## src/rtl/ifetch_unit_pkg.sv

```systemverilog
// Shared definitions for the instruction-fetch unit: next-PC select codes,
// reset PC and FSM state encoding.
package ifetch_unit_pkg;

  localparam int unsigned XLEN = 32;

  localparam logic [XLEN-1:0] RESET_PC = 32'h0000_3000;
  localparam logic [XLEN-1:0] PC_STEP  = 32'h0000_0004;

  typedef enum logic [1:0] {
    NPC_N   = 2'b00,
    NPC_BEQ = 2'b01,
    NPC_J   = 2'b10,
    NPC_JR  = 2'b11
  } npc_sel_e;

  typedef enum logic [1:0] {
    ST_FETCH = 2'b00,
    ST_HOLD  = 2'b01,
    ST_ERR   = 2'b10
  } state_e;

  function automatic logic is_aligned(input logic [1:0] low_bits);
    return (low_bits == 2'b00);
  endfunction

endpackage

```

## src/rtl/ifetch_unit_npc_calc.sv

```systemverilog
// Combinational next-PC generator: sequential, branch, jump and register
// targets selected by the controller's s_npc code.
module npc_calc
  import ifetch_unit_pkg::*;
(
  input  logic [XLEN-1:0] pc,
  input  logic [1:0]      s_npc,
  input  logic [XLEN-1:0] imm32,
  input  logic [XLEN-1:0] rs_data,
  input  logic [25:0]     jump_index,
  output logic [XLEN-1:0] pc_plus4,
  output logic [XLEN-1:0] npc
);

  logic [XLEN-1:0] branch_target;
  logic [XLEN-1:0] jump_target;
  npc_sel_e        sel;

  // All additions wrap modulo 2^32; no overflow is flagged.
  assign pc_plus4      = pc + PC_STEP;
  assign branch_target = pc_plus4 + (imm32 << 2);
  assign jump_target   = {pc_plus4[31:28], jump_index, 2'b00};
  assign sel           = npc_sel_e'(s_npc);

  // NOTE: every always_comb output gets a default first so no path can infer a latch.
  always_comb begin
    npc = pc_plus4;
    unique case (sel)
      NPC_N:   npc = pc_plus4;
      NPC_BEQ: npc = branch_target;
      NPC_J:   npc = jump_target;
      NPC_JR:  npc = rs_data;
    endcase
  end

endmodule

```

## src/rtl/ifetch_unit.sv

```systemverilog
// Instruction-fetch unit: issues one fetch per instruction, holds the word
// until the core commits it, then advances the PC or traps on misalignment.
module ifetch_unit
  import ifetch_unit_pkg::*;
(
  input  logic            clk,
  input  logic            rst_n,
  input  logic [1:0]      s_npc,
  input  logic [XLEN-1:0] imm32,
  input  logic [XLEN-1:0] rs_data,
  input  logic            commit,
  output logic            imem_req,
  output logic [XLEN-1:0] imem_addr,
  input  logic            imem_ack,
  input  logic [XLEN-1:0] imem_rdata,
  output logic            instr_valid,
  output logic [XLEN-1:0] instr,
  output logic [XLEN-1:0] pc,
  output logic [XLEN-1:0] pc_plus4,
  output logic            addr_err
);

  state_e          state;
  state_e          state_next;
  logic [XLEN-1:0] npc;
  logic            take_ack;
  logic            take_commit;
  logic            npc_ok;

  npc_calc u_npc_calc (
    .pc         (pc),
    .s_npc      (s_npc),
    .imm32      (imm32),
    .rs_data    (rs_data),
    .jump_index (instr[25:0]),
    .pc_plus4   (pc_plus4),
    .npc        (npc)
  );

  // Strobes outside their owning state are ignored by construction.
  assign take_ack    = (state == ST_FETCH) && imem_ack;
  assign take_commit = (state == ST_HOLD) && commit;
  assign npc_ok      = is_aligned(npc[1:0]);

  assign imem_req    = (state == ST_FETCH);
  assign instr_valid = (state == ST_HOLD);
  assign imem_addr   = pc;

  always_comb begin
    state_next = state;
    unique case (state)
      ST_FETCH: if (take_ack) state_next = ST_HOLD;
      ST_HOLD:  if (take_commit) state_next = npc_ok ? ST_FETCH : ST_ERR;
      ST_ERR:   state_next = ST_ERR;
      default:  state_next = ST_FETCH;
    endcase
  end

  // NOTE: sequential state uses non-blocking assignments so every register
  // samples pre-edge values regardless of statement order.
  always_ff @(posedge clk) begin
    if (!rst_n) begin
      state    <= ST_FETCH;
      pc       <= RESET_PC;
      instr    <= '0;
      addr_err <= 1'b0;
    end else begin
      state <= state_next;
      if (take_ack) begin
        instr <= imem_rdata;
      end
      if (take_commit) begin
        if (npc_ok) begin
          pc <= npc;
        end else begin
          addr_err <= 1'b1;
        end
      end
    end
  end

endmodule

```

## config.mk

```make
export PLATFORM = sky130hd
export DESIGN_NAME = ifetch_unit
export DESIGN_NICKNAME = d
export VERILOG_FILES = /design/src/rtl/ifetch_unit_pkg.sv /design/src/rtl/ifetch_unit_npc_calc.sv /design/src/rtl/ifetch_unit.sv
export SDC_FILE = /design/constraint.sdc
export NUM_CORES = 1
export LEC_CHECK = 0
export ABC_AREA = 1
export CAP_MARGIN = 15
export CORE_ASPECT_RATIO = 0.75
export CORE_MARGIN = 8
export CORE_UTILIZATION = 49
export CTS_CLUSTER_SIZE = 30
export DETAILED_ROUTE_END_ITERATION = 7
export GPL_ROUTABILITY_DRIVEN = 0
export PLACE_DENSITY = 0.93
export SKIP_CTS_REPAIR_TIMING = 1
export SLEW_MARGIN = 25
export SYNTH_ARGS = -nofsm -noshare
export SYNTH_HDL_FRONTEND = slang
export SYNTH_SLANG_ARGS = --single-unit
```

## constraint.sdc

```tcl
create_clock -name clk -period 6.3 [get_ports clk]
set_clock_uncertainty 0.15 [all_clocks]
set_input_delay 1.26 -clock clk [delete_from_list [all_inputs] [get_ports clk]]
set_output_delay 1.26 -clock clk [all_outputs]
set_load 0.03 [all_outputs]
```

# Word-level counts from Yosys, hierarchy flattened
# Cells that the tools add are included.
[classes]
n_reduce_logical = 8
bitwise = 1
n_addsub = 2
eq_ne = 7
muxes = 5
[ops]
columns = ["op", "count"]
rows = [
  ["case mux 32 bit (4 select lines)", 1],
  ["adder 32 x 3 -> 32 bit (second input constant)", 1],
  ["adder 32 bit", 1],
  ["equality test 2 bit (second input constant)", 3],
  ["zero test 2 bit", 3],
  ["2-to-1 mux 2 bit", 3],
  ["case mux 2 bit (3 select lines)", 1],
  ["AND reduction 2 bit", 3],
  ["equality test 2 x 1 -> 1 bit (second input constant)", 2],
  ["inequality test 2 x 1 -> 1 bit (second input constant)", 2],
  ["logical AND 1 bit", 2],
  ["NOT 1 bit", 1],
]
[totals]
output_inout_bits = 131
inputBits = 102
elab_cells = 27
ff_bits = 67

# Longest topological paths before layout
[logic_depth]
word_depth = 7
mapped_depth = 24
mapped_depth_nobuf = 24

# Modules after synthesis
# From an unflattened synthesis, not the netlist that was laid out.
[hier_totals]
cells_unflattened = 1163
hier_area_um2 = 6816.5
[by_module_without_submodules]
columns = ["module", "area_per_inst_um2", "seq_area_each_um2", "cells_each", "instances"]
rows = [
  ["npc_calc", 3916.3, 0.0, 774, 1],
  ["ifetch_unit", 2900.3, 1341.3, 389, 1],
]

# Worst setup path before layout
# Ideal clock, no wire load.
[synth_path]
kind = "register to register"
from = "reg pc[2] (netlist: imem_addr[2])"
to = "reg pc[12] (netlist: imem_addr[12])"
n_path_buf = 0
slack_ps = 2719
t_required_ps = 6019
setup_time_ps = 131
arrival_time_ps = 3300
period_less_slack_ps = 3581
stages_incl_launch_ff = 15
path_cell_list = "dfxtp_1 inv_1 nor2_4 nand2_1 nor2_1 xor2_1 ha_1 a21oi_1 o21ai_0 nand3b_1 or2_2 nand2_1 nand3_1 a21oi_1 o21ai_0"
[synth_via]
elab_chain_cells = 3
[synth_rtl]
columns = ["element", "line", "rtl"]
rows = [
  ["from (decl)", "ifetch_unit.sv:18", "output logic [XLEN-1:0] pc,"],
  ["from (signal assigned)", "ifetch_unit.sv:74", "pc <= npc;"],
  ["adder 32 x 3 -> 32 bit", "ifetch_unit_npc_calc.sv:20", "assign pc_plus4 = pc + PC_STEP;"],
  ["via pc_plus4[2]", "ifetch_unit.sv:19", "output logic [XLEN-1:0] pc_plus4,"],
  ["adder 32 bit", "ifetch_unit_npc_calc.sv:21", "assign branch_target = pc_plus4 + (imm32 << 2);"],
  ["case mux 32 bit (4 select lines)", "ifetch_unit_npc_calc.sv:28", "unique case (sel)"],
]
# The timed path passes the listed nets, and every way through them passes these cells.
# A chain may end at the register's enable or synchronous reset.

# Final worst setup path
[layout_path]
from = "reg pc[3] (netlist: imem_addr[3])"
to = "out pc_plus4[20]"
[layout_via]
elab_chain_cells = 1
[layout_rtl]
columns = ["element", "line"]
rows = [
  ["adder 32 x 3 -> 32 bit", "ifetch_unit_npc_calc.sv:20"],
  ["to (decl)", "ifetch_unit.sv:19"],
]
# No other way between the ends.

==> results by stage <==
Run status:
- The flow ran to the end, and the final reports show no timing, DRC or antenna violations.

Synthesis:
- In the synthesized netlist the dominant register cell turns out to be dfxtp_1.
- The average cell area after synthesis is ~5.9 um2.
- The most common cell in the synthesized netlist is nand2_1.
- The number of distinct library cells after synthesis is 43.
- When the netlist entered floorplanning its net count stood at 1177.
- The synthesized netlist occupies a cell area of roughly 6200 um2.
- The synthesized design contains 67 register bits.
- Sorting the synthesized cells by area gives the leading types as dfxtp_1 (22%), nand2_1 (17%), nor2_1 (10%).
- The share of async-settable or async-resettable flops after synthesis is 0%.
- The count of warnings emitted by yosys is 0.
- By count the netlist is led by nand2_1 (279), nor2_1 (167), inv_1 (114).
- In this run the biggest area consumer among cell types represents around 22% of the synthesized area.
- The cell type contributing the most total cell area after synthesis is dfxtp_1.
- After synthesis, flip-flops and latches occupy 21.77% of the total area.
- The synthesized instance count is 1040.
- The synthesized design contains 0 enable-type register cells.

Route:
- The average wire per cell in the routed design is 17.92 um.
- The detailed-router iteration count before antenna repair is 6.
- The via-per-instance ratio is approximately 5.6.
- The initial detailed-routing violation count is slightly above 900.
- The count of unresolved DRC violations after routing is 0.
- The routed design has around 25000 um of wire.
- The detail route stage leaves a number of antenna-violating nets equal to 0.
- The total via count in the routed design is 7839.

Global route:
- The number of antenna violations at the first check in global routing was 0.
- The pin count of the biggest net entering global routing is 45.
- Across every metal layer, demand over resource in global routing totals around 30%.
- The number of global-route vias before repair is roughly 7300.
- The wire length of the first global-routing pass is between 30000 and 40000 um.
- Summed over all layers, the global routing overflow is 0.

Layout:
- In the final layout, the share of cells above drive strength 1 is ~4.5%.
- The non-filler instance count after layout is between 1000 and 1500.
- After the last flow step, the layout net total stands at approximately 1400.
- The antenna diode instance count is 0.
- The area added between synthesis and finish is 40.17%.

Critical path:
- The register-to-register setup slack is between 2000 and 2500 ps.
- The type of element launching the critical path is a flop.
- The worst register-to-register path begins at imem_addr[3].
- The worst-path maximum fanout is 5.
- In this run the worst setup path begins at imem_addr[3].
- The signal on the critical path passes through ha_1 > nand2_1 > inv_1 > nand3_2 > nor2_4 > nand2_2 > nor2_2 > nand2_1 > xnor2_2 > clkdlybuf4s50_1.
- On the critical path, the stage with the largest delay is an instance of clkdlybuf4s50_1.
- Among cell families on the critical path, the largest total delay comes from buffers and inverters.
- The worst reg-to-reg path cell count is 15.
- On the worst path, the slowest cell contributes a delay of approximately 750 ps.
- The endpoint identified for the worst register-to-register timing path is imem_addr[12].
- The setup path with the least slack is of type flop to output pin.
- The critical path endpoint category is an output pin.
- For the worst setup path, the data arrival time is 3020 ps.
- The worst path buffer plus inverter count is 2.
- The cell seen most often among critical-path stages is nand2_1.
- The required arrival time at the worst endpoint is ~5000 ps.

Floorplanning:
- The floorplan step set the die width to about 150 um.
- The floorplan step set the die height to 113.1 um.
- The placeable core region is around 12000 um2.
- In this run the count of I/O pins placed on the die edge is about 230.
- The floorplan has 35 rows.
- The overall die area is around 16000 um2.
- For this configuration, the core starts out at a cell density of between 50% and 60%.

Clock tree:
- The buffer cell driving the clock tree root is clkbuf_16.
- The sink count of the clock tree is 67.
- The clock tree from TritonCTS is yes.
- The clock latency on the worst-skew pair is 340 ps.
- TritonCTS created 9 clock buffers.
- The clock tree synthesis step divided the H-tree into 3 levels.
- The clock slew seen by the registers of the worst setup and hold paths is approximately 60 ps.
- The clock passes through at most 2 buffers.

Worst hold path:
- The beginning of the worst hold path is addr_err.
- The path with the worst hold slack has its endpoint at addr_err.
- The kind of path behind the tightest hold check is flop to flop.
- The worst hold path stage count is 2.

STA:
- The hold violation total from the final report is 0.
- The final period utilization is 70.30%.
- Setup repair after global routing left no endpoint under its margin.
- Setup violations remaining at the end of the flow were counted as 0.
- Subtracting the final worst setup slack from the clock period gives roughly 4400 ps.
- The count of final max-slew check failures is 0.
- The actual slew at the worst max-slew pin is about 940 ps.
- Setup total negative slack on the finished layout was measured at 0 ps.
- Measured against its own limit, the worst slew margin works out to between 30 and 40%.
- Derived from the worst setup path, the maximum achievable clock frequency is between 200 and 250 MHz.

Placement:
- After detailed placement, the design holds a cell count of between 1000 and 1500.
- After legalization and detailed placement, the total HPWL measured 19790 um.
- Input and output buffers added on the ports amount to 230.

Pwr:
- The worst voltage drop across the vdd grid is roughly 150 uV.
- The leakage power summed over all cells is 3.818 nW.
- The power per standard cell area is 180.9 nW/um2.

Job:
- Across the run, the number of max-cap violations was 0.
==> final cells by class <==
cell class | instances | area (um2)
fillers | 1056 | 3626
repair buffers | 235 | 2340
well taps | 166 | 207.7
clock buffers | 10 | 229.0
clock inverters | 6 | 71.32
multi-input cells | 788 | 3989
flip-flops and latches | 67 | 1341
inverters | 122 | 457.9
==> per-stage QoR <==
stage / power (mW) / hold slack [ps] / setup WS, ps / area, um2 / util [%]
4_1_cts: 1.557 / 344.1 / 1999 / 8636 / 70.43
3_3_place_gp: 1.031 / 299.9 / 2350 / 8335 / 67.98
5_1_grt: 1.635 / 376.9 / 1815 / 8636 / 70.43
2_1_floorplan: 0.8131 / 395.6 / 2719 / 6161 / -
3_5_place_dp: 1.041 / 327.9 / 2254 / 8335 / 67.98
6_report: 1.563 / 338.3 / 1871 / 8636 / 70.43
==> kinds of logic (layout without fill, tap and decap cells) <==
kind of cell,after synthesis,in the layout,share of synthesized area (%)
AOI/OAI and AO/OA,179,179,16.41
xor gates and xnor gates,25,25,3.798
DFF,67,67,21.77
buffers and inverters,185,373,13.53
adders and majority gates,35,35,7.230
and+or+nand+nor,549,549,37.27
==> worst reg2reg max path, cell delays in order (launching register included) <==
cell and delay [ps]:
dfxtp_1 450, ha_1 230, nand2_1 70, inv_1 140, nand3_2 190, nor2_4 250, xor2_1 350, ha_1 350
nand2_1 130, o21ai_0 210, nand3b_1 370, or2_2 350, nand2_1 70, nand3_1 120, a21oi_1 140, o21ai_0 100
==> layer usage <==
metal	wire, um	vias up	GRT usage, %
li1	-	3684	-
met1	9511	3488	35.59
met2	10570	591	45.31
met3	3888	76	11.32
met4	1006	0	12.52
met5	0	-	0
==> placed cells by master (no fill, tap or decap), types with 4 or more instances in the layout <==
master             n
nand2_2            5
dfxtp_1           67
ha_1              34
xor2_1            13
nand4_1           12
a221oi_1          11
a21oi_1           70
xnor2_1           10
or2_2              5
buf_4              5
nor2_4             4
inv_1            113
inv_2              7
a21o_1             4
nor2_1           166
clkbuf_16          9
nand3b_1           9
o21ai_0           67
nand3_1           49
clkdlybuf4s50_1  230
nand2_1          279
o221ai_1           4
nor3_1             8
o21ai_1            5
nor2_2             6
==> power by group <==
group | total [mW] | internal, mW | switching, mW
Clock | 0.519 | 0.311 | 0.208
Combinational | 0.550 | 0.223 | 0.327
Sequential | 0.494 | 0.455 | 0.0390
Total | 1.56 | 0.988 | 0.574
==> registers in the layout (all words and copies together), names as in the netlist <==
name and cells:
addr_err 1, instr 32, state 2, imem_addr 32
==> worst max path at each step <==
stage | to | slack [ps] | cells past startpoint
3_5_place_dp | imem_addr[11] | 2250 | 10
5_1_grt | pc_plus4[26] | 1810 | 8
2_1_floorplan | imem_addr[12] | 2720 | 14
3_3_place_gp | imem_addr[11] | 2350 | 10
6_report | pc_plus4[20] | 1870 | 10
4_1_cts | pc_plus4[26] | 2000 | 8
(Power assumes the default switching activity.)
==> edit (same settings) <==
Encoding of `state_e`: now one-hot (3 bits for 3 states).
--- a/src/rtl/ifetch_unit_pkg.sv
+++ b/src/rtl/ifetch_unit_pkg.sv
@@ -14,10 +14,10 @@
     NPC_JR  = 2'b11
   } npc_sel_e;
 
-  typedef enum logic [1:0] {
-    ST_FETCH = 2'b00,
-    ST_HOLD  = 2'b01,
-    ST_ERR   = 2'b10
+  typedef enum logic [2:0] {
+    ST_FETCH = 3'b001,
+    ST_HOLD  = 3'b010,
+    ST_ERR   = 3'b100
   } state_e;
 
   function automatic logic is_aligned(input logic [1:0] low_bits);
Check against the original RTL: no difference found for any inputs over 10 cycles, from zero or initial values and one cycle with rst_n low; not proved beyond that.
==> edit against the original RTL <==
Power up 37%. Synthesized area grew 2.4%. Final area rose by 2.2%. Critical endpoint is now pc_plus4[18]. Sequential power grew 22%. Setup slack lost 34 ps. Sequential cell count rose by 1. Critical path type unchanged. Count of clock-buffer cells in the layout grew 1. Hold slack got worse by 11 ps. Maximum frequency shrank 0.76%. Largest power group unchanged. Routed wire length down 0.15%. Largest cell class unchanged. Synthesized cell count increased by 0.67%. Register-to-register slack about the same.
==> edit: results (changes against the original RTL) <==
Synth
  – Sequential fraction of the synthesis area: 21.6% (was 21.8%)
  – Top cells by area, synth: dfxtp_1 (22%), nand2_1 (17%), nor2_1 (8.4%) (was dfxtp_1 (22%), nand2_1 (17%), nor2_1 (10%))
  – Top cells by count, synth: nand2_1 (278), nor2_1 (142), inv_1 (128), dfxtp_1 (68), a21oi_1 (67) (was nand2_1 (279), nor2_1 (167), inv_1 (114), a21oi_1 (70))
  – Syn nets: 1184 (was 1177)
  – Netlist cell types: 52 (was 43)

Global route
  – Met2 usage: 45.5% (was 45.3%)
  – Global-route wire length before repair: 39000 um (was 38700 um)
  – Antenna violations before repair: 1 (was 0)
  – Largest net degree at the start of global routing: 41 (was 45)
  – GR Layer Usage met3: 9.64% (was 11.3%)
  – Number of global-route vias before repair: 7507 (was 7321)
  – GR met1 Demand/Resource: 36.0% (was 35.6%)

Final layout
  – Layout cells sized above 1: 6.08% (was 4.48%)
  – Filler cell count: 1073 (was 1056)

Placed design
  – Post-DP HPWL: 19900 um (was 19800 um)
  – Setup WS pre-CTS: 2010 ps (was 2250 ps)
  – Dpl cells: 1388 (was 1378)

Setup path
  – CP endpoint: pc_plus4[18] (was pc_plus4[20])
  – Crit-path max cell delay: 780 ps (was 750 ps)
  – WP data arrival: 3050 ps (was 3020 ps)
  – R2R cell count: 19 (was 15)

Route
  – Starting DRT DRC Count: 770 (was 933)
  – Highest metal used: met5 (was met4)
  – Met3 WL post-DR: 3440 um (was 3890 um)
  – M1 WL: 9800 um (was 9510 um)
  – Drt pass-1 iters: 5 (was 6)
  – Met2 wire length: 10800 um (was 10600 um)
  – Vias/cell: 5.57 (was 5.62)
  – Via count: 7819 (was 7839)

STA
  – Slew margin rel.: 42.6% (was 37.4%)
  – Post-route worst setup slack: 1840 ps (was 1870 ps)

Pwr
  – Peak supply drop: 0.306 mV (was 0.149 mV)
  – Leak: 4.07 nW (was 3.82 nW)
  – Switching share of power: 40.2% (was 36.7%)

Outcome
  – Status: complete, no violations (unchanged)
edit: power groups by stage:
stage	Clock [mW]	Combinational [mW]	Sequential, mW
2_1_floorplan	0	0.388	0.748
3_3_place_gp	0	0.900	0.608
3_5_place_dp	0	0.913	0.610
4_1_cts	0.611	0.919	0.603
5_1_grt	0.632	0.997	0.615
6_report	0.612	0.925	0.605
edit: area by class of cell:
class | instances | area share (%)
tap | 171 | 2.42
multi-input combinational | 778 | 45.8
timing repair buffer | 234 | 26.4
inverter | 137 | 5.85
clock buffer | 11 | 2.86
clock inverter | 5 | 1.22
sequential | 68 | 15.4
edit: through the flow:
step / cell area (um^2) / util [%]
final: 8830 / 69.0
after global routing: 8830 / 69.0
after CTS: 8830 / 69.0
after detailed placement: 8470 / 66.2
after global placement: 8470 / 66.2
after floorplan: 6310 / -
edit: kinds of logic after synthesis:
family	share of synthesized area, %
compound gates	15.8
xor+xnor	3.69
fa+ha+maj	7.06
buf+inv	14.4
flops	21.6
simple gates	37.5
